**src/rtl/fpu_ex_issue.sv**
```systemverilog
// fpu_ex_issue: issues one FPU operation at a time to an FPU slave.
// It holds the command stable while the slave reports HOLD and turns
// an OK result into a one-cycle registered writeback. A slave FAULT,
// or more than TIMEOUT consecutive HOLDs, parks the block in FAULT
// until flush.
//
// Handshake: an op transfers on a rising edge where reqValid && reqReady.
// reqReady depends only on state and flush, never on reqValid.
// reqValid may be raised or dropped freely. The request fields are
// sampled only on the transfer edge.
module fpu_ex_issue #(
  parameter int TIMEOUT = 15
) (
  input  logic        clock,
  input  logic        reset,
  input  logic        reqValid,
  output logic        reqReady,
  input  logic [7:0]  reqCmd,
  input  logic [7:0]  reqIxt,
  input  logic [17:0] reqIds,
  input  logic [63:0] reqValRs,
  input  logic [63:0] reqValRt,
  output logic [7:0]  fpuOpCmd,
  output logic [7:0]  fpuIdIxt,
  output logic [17:0] fpuIds,
  output logic [63:0] fpuValRs,
  output logic [63:0] fpuValRt,
  input  logic [1:0]  fpuOutOK,
  input  logic [5:0]  fpuOutId,
  input  logic [63:0] fpuOutVal,
  input  logic        fpuOutSrT,
  output logic        wbValid,
  output logic [5:0]  wbId,
  output logic [63:0] wbVal,
  output logic        wbSrT,
  input  logic        flush,
  output logic        fault,
  output logic [1:0]  dbgState
);

  localparam logic [1:0] StIdle  = 2'd0;
  localparam logic [1:0] StBusy  = 2'd1;
  localparam logic [1:0] StFault = 2'd2;

  localparam logic [1:0] OkReady = 2'd0;
  localparam logic [1:0] OkOk    = 2'd1;
  localparam logic [1:0] OkHold  = 2'd2;
  localparam logic [1:0] OkFault = 2'd3;

  // The NOP shown to the slave when nothing is issued (NV condition, opcode 0)
  localparam logic [7:0] NopCmd = 8'h40;
  localparam logic [3:0] TimeoutCnt = 4'(TIMEOUT);

  logic [1:0]  state;
  logic [1:0]  stateNext;
  logic [3:0]  holdCnt;
  logic [7:0]  cmdQ;
  logic [7:0]  ixtQ;
  logic [17:0] idsQ;
  logic [63:0] valRsQ;
  logic [63:0] valRtQ;
  logic        accept;
  logic        busy;
  logic        wbFire;

  assign busy     = (state == StBusy);
  assign reqReady = (state == StIdle) && !flush;
  assign accept   = reqValid && reqReady;
  assign fault    = (state == StFault);
  assign dbgState = state;
  // A flush in the same cycle as OK cancels the writeback
  assign wbFire   = busy && (fpuOutOK == OkOk) && !flush;

  // Command to the slave: the latched op while busy, otherwise a NOP
  assign fpuOpCmd = busy ? cmdQ   : NopCmd;
  assign fpuIdIxt = busy ? ixtQ   : 8'h00;
  assign fpuIds   = busy ? idsQ   : 18'h0;
  assign fpuValRs = busy ? valRsQ : 64'h0;
  assign fpuValRt = busy ? valRtQ : 64'h0;

  // Next-state decode; flush overrides every state
  always_comb begin
    stateNext = state;
    if (flush) begin
      stateNext = StIdle;
    end else begin
      case (state)
        StIdle:  if (reqValid) stateNext = StBusy;
        StBusy: begin
          case (fpuOutOK)
            OkOk, OkReady: stateNext = StIdle;
            OkHold:        stateNext = (holdCnt == TimeoutCnt) ? StFault : StBusy;
            OkFault:       stateNext = StFault;
            default:       stateNext = StIdle;
          endcase
        end
        StFault: stateNext = StFault;
        default: stateNext = StIdle;
      endcase
    end
  end

  // State register and the consecutive-HOLD counter
  always_ff @(posedge clock or negedge reset) begin
    if (!reset) begin
      state   <= StIdle;
      holdCnt <= 4'd0;
    end else begin
      state <= stateNext;
      if (flush || accept) begin
        holdCnt <= 4'd0;
      end else if (busy && (fpuOutOK == OkHold) && (holdCnt != TimeoutCnt)) begin
        holdCnt <= holdCnt + 4'd1;
      end
    end
  end

  // Capture the request fields on the transfer edge
  always_ff @(posedge clock or negedge reset) begin
    if (!reset) begin
      cmdQ   <= 8'h00;
      ixtQ   <= 8'h00;
      idsQ   <= 18'h0;
      valRsQ <= 64'h0;
      valRtQ <= 64'h0;
    end else if (accept) begin
      cmdQ   <= reqCmd;
      ixtQ   <= reqIxt;
      idsQ   <= reqIds;
      valRsQ <= reqValRs;
      valRtQ <= reqValRt;
    end
  end

  // Registered writeback: one-cycle pulse; the data holds until the next OK
  always_ff @(posedge clock or negedge reset) begin
    if (!reset) begin
      wbValid <= 1'b0;
      wbId    <= 6'h0;
      wbVal   <= 64'h0;
      wbSrT   <= 1'b0;
    end else begin
      wbValid <= wbFire;
      if (wbFire) begin
        wbId  <= fpuOutId;
        wbVal <= fpuOutVal;
        wbSrT <= fpuOutSrT;
      end
    end
  end

endmodule

```
**config.mk**
```make
export PLATFORM = sky130hd
export DESIGN_NAME = fpu_ex_issue
export DESIGN_NICKNAME = d
export VERILOG_FILES = /design/src/rtl/fpu_ex_issue.sv
export SDC_FILE = /design/constraint.sdc
export NUM_CORES = 1
export LEC_CHECK = 0
export CORE_AREA = 2 2 188 190
export CTS_CLUSTER_DIAMETER = 80
export CTS_CLUSTER_SIZE = 28
export DETAILED_ROUTE_END_ITERATION = 8
export DIE_AREA = 0 0 190 192
export HOLD_SLACK_MARGIN = 0.05
export PLACE_DENSITY_LB_ADDON = 0.3
export SKIP_LAST_GASP = 1
export SLEW_MARGIN = 10
export SYNTH_ARGS = -nofsm -noshare
export SYNTH_HDL_FRONTEND = slang
export SYNTH_SLANG_ARGS = --single-unit
```
**constraint.sdc**
```tcl
create_clock -name clock -period 2.8 [get_ports clock]
set_input_delay 0.56 -clock clock [delete_from_list [all_inputs] [get_ports clock]]
set_output_delay 0.56 -clock clock [all_outputs]
set_load 0.03 [all_outputs]
```
# Yosys cells after proc, flatten, opt, wreduce, memory -nomap -nowiden
# Cells that the tools add are included.
# classes
n_addsub	1
n_mul	0
n_div	0
n_lt_le_gt_ge	0
eq_ne	8
shift	0
n_mux	12
n_bitwise	0
n_reduce_logical	12
# op_table
op	count
64-bit two-way mux	2
18-bit two-way mux	1
8-bit two-way mux	2
2-bit case mux with 3 select lines	2
4-bit two-way mux	2
2-bit == test (second input constant)	3
1-bit logical AND	6
2-bit two-way mux	3
4-bit by 1-bit adder with 4-bit output (second input constant)	1
2-bit by 1-bit == test with 1-bit output (second input constant)	2
4-bit == test (second input constant)	1
2-bit zero test	2
4-bit != test (second input constant)	1
3-bit != test (second input constant)	1
2-bit nonzero test	1
2-bit OR reduction	1
1-bit zero test	1
1-bit logical OR	1
# totals
reg_bits	240
latchBits	0
mem_bits_rw	0
mem_bits_ro	0
inputBits	239
output_inout_bits	238
n_memories	0

# Logic depth before layout (Yosys ltp)
# depth
ltp_word	5
depth_mapped	6
ltp_nobuf	4

# Least setup slack after synthesis
# Ideal clock, no wire load.
# synth_path
kind	register -> output
startpoint	register state[1] (netlist: dbgState[1])
endpoint	output fpuValRt[13]
arrival_time_ps	1608
slack_ps	632
stages_incl_launch_ff	5
cell_sequence	dfrtp_1 > and2b_1 > clkbuf_1 > clkbuf_1 > and2_1
# synth_via
elab_chain_cells	2
# synth_lines
element	line_no	text
start, declared	54	logic [1:0] state;
start signal, assigned	106	state <= StIdle;
start signal, assigned	109	state <= stateNext;
2-bit by 1-bit == test with 1-bit output	66	assign busy = (state == StBusy);
64-bit two-way mux	79	assign fpuValRt = busy ? valRtQ : 64'h0;
end, declared	27	output logic [63:0] fpuValRt,
# Every way passes these cells.

# Worst setup path in the final report
# layout_path
startpoint	register state[1] (netlist: dbgState[1])
endpoint	output fpuValRs[2]
# layout_via
elab_chain_cells	2
# layout_lines
element	line_no	text
2-bit by 1-bit == test with 1-bit output	66	
64-bit two-way mux	78	assign fpuValRs = busy ? valRsQ : 64'h0;
end, declared	26	output logic [63:0] fpuValRs,
# Every way passes these cells.

==> qor.yml <==
status: "finished clean"
wire_per_inst_um: 16.1
postCtsSetupBuffers: 0
grt_usage_pct: 16.6
report.final.slew_viol_count: 0
drive_above_1_share_pct: 16.0
final_common_cell: "nand2_1"
netlist_area_sq_um: 10200
cts_buffers: 16
peakVddDrop_v: 0.000506
antenna_cells: 0
tns_ps: 0
p_leak_nw: 7.86
synth_async_sr_flop_share_pct: 100
syn_nets: 1293
grt_pass1_wl_um: 48100
finalCritPeriodShare_pct: 95.5
clkTransAtPathRegs_ps: 90
final_cell_mix: "486 x nand2_1, 314 x clkdlybuf4s50_1, 240 x dfrtp_1, 161 x and2_1, 126 x buf_4"
gp_congestion: 0.837
clockBufferDepth: 3
route.met3.wl_um: 2680
worst_path_largest_cell_delay_ps: 430
highest_layer: "met5"
maxCapViolations: 0
core_sq_um: 34300
wl_met1_um: 12900
synth_cells: 1053
fin_crit_ps: 2670
antenna_found_initial: 1
synthToLayoutAreaGrowth_pct: 54.7
avgSynthCellArea_sq_um: 9.66
finalNonFillerCells: 1968
synth_top_flop_cell: "dfrtp_1"
dieArea_sq_um: 36500
cts_tree: "built"
place_hpwl_um: 22500
cp.required_ps: 2240
total_power_mw: 10.2
synth_edf_count: 0
grt_max_degree: 95
finalSetupViolCount: 0
htree_levels: 1
port_buffers: 476
worst-path-max-fanout: 68
clockRootBuffer: "clkbuf_16"
viasPerCell: 4.33
synth_cell_types: 28
grt_pass1_vias: 8598
skew_ps: 15.1
synth_seq_cells: 240
num_io_pins: 477
worstMarginPinSlew_ps: 494
wl_met2_um: 15200
arrival_ps: 2110
nFillCells: 3290
ys_warn_count: 0
start_util_pct: 29.7
place_area_sq_um: 15200
dp_cells: 1940
drcViolationCount: 0
min_path_type: "reg -> reg"
relSlewSlack_pct: 67.1
crit_chain: "and2b_4 -> buf_12 -> and2_1 -> dlygate4sd2_1"
setup_ws_ps: 127
rsz0062_at_grt: "no"
rows: 68
clock-sinks: 240
whs_ps: 469
ant_nets: 0
cpMaxStageDelayCell: "dlygate4sd2_1"
via_count: 8513
drtPass1Iterations: 4
wirelength_um: 31600
overflow: 0
yosysSeqAreaShare_pct: 59.0
drt-initial-drc-count: 289
clk_latency_ps: 500
worst_setup_path_end_kind: "output pin"
utilization_pct: 45.9
final_nets: 1744
crit_path_start_kind: "flip-flop"
max_freq_mhz: 374
criticalPathCategory: "reg -> out"
final-hold-violation-count: 0
post-place-ws_ps: 358
die_h_um: 192
fin_area_sq_um: 15700
power.density_nw_per_um2: 649
die_w_um: 190
-- critical path, delay by kind of cell, from the launching register on --
family	cells	cell delay (ps)
buffers and inverters	2	670
and+or+nand+nor	2	500
DFF	1	380
-- power breakdown --
part,leakage (nW),internal [mW],switching [mW]
combinational,4.60,1.41,1.69
clock,0.271,1.21,1.41
sequential,2.99,4.15,0.341
-- synthesized netlist by cell type, types with 2 or more instances --
cell type | n | area share (%)
a21oi_1 | 4 | 0.20
a31oi_1 | 2 | 0.12
and2_1 | 161 | 9.9
buf_1 | 4 | 0.15
buf_2 | 18 | 0.89
buf_6 | 9 | 1.0
clkbuf_1 | 30 | 1.1
dfrtp_1 | 240 | 59
inv_1 | 2 | 0.074
mux2_2 | 71 | 7.9
nand2_1 | 486 | 18
nand2b_1 | 3 | 0.18
nand3_1 | 3 | 0.15
nor2b_1 | 2 | 0.12
nor3_1 | 3 | 0.15
o21ai_0 | 2 | 0.098
or3_1 | 2 | 0.12
-- metal layers --
layer | vias to the layer above | GRT usage [%]
li1 | 4135 | -
met1 | 4034 | 21.1
met2 | 308 | 28.0
met3 | 34 | 4.55
met4 | 2 | 4.44
met5 | - | 0
-- layout make-up --
cell class / instances / area (sq um) / area share [%]
flip-flops and latches: 240 / 6010 / 38.2
repair buffers: 494 / 4710 / 30.0
multi-input cells: 750 / 3860 / 24.6
well taps: 455 / 569 / 3.62
clock buffers: 17 / 425 / 2.70
clock inverters: 10 / 148 / 0.938
inverters: 2 / 7.51 / 0.0477
-- sequential cells by signal (all words and copies together), names as in the netlist --
register / count
valRsQ: 64
valRtQ: 64
wbVal: 64
idsQ: 18
cmdQ: 8
ixtQ: 8
wbId: 6
holdCnt: 4
dbgState: 2
wbSrT: 1
wbValid: 1
-- final timing paths --
path | start | to | slack (ps) | cells after the start
worst min register to register | valRtQ[61] | valRtQ[61] | 470 | 2
worst max register to register | dbgState[1] | valRsQ[29] | 960 | 5
worst min-delay path | valRtQ[61] | valRtQ[61] | 470 | 2
min in group asynchronous | reset | wbVal[11] | 580 | 2
worst max-delay path | dbgState[1] | fpuValRs[2] | 130 | 4
max in group asynchronous | reset | wbVal[1] | 1350 | 3
-- logic make-up after synthesis --
| kind of cell | Yosys count | share of synthesized area, % |
|---|---|---|
| compound gates | 10 | 0.566 |
| fa+ha+maj | 1 | 0.123 |
| buf+inv | 63 | 3.21 |
| flops | 240 | 59.0 |
| mux | 71 | 7.86 |
| simple gates | 668 | 29.2 |
-- timing repair --
action,4_1_cts,5_1_grt
hold endpoints to repair,55,0
hold buffers,1,0
endpoints found under the setup margin,112,73
gates resized for setup,41,3
(Power assumes the default switching activity.)
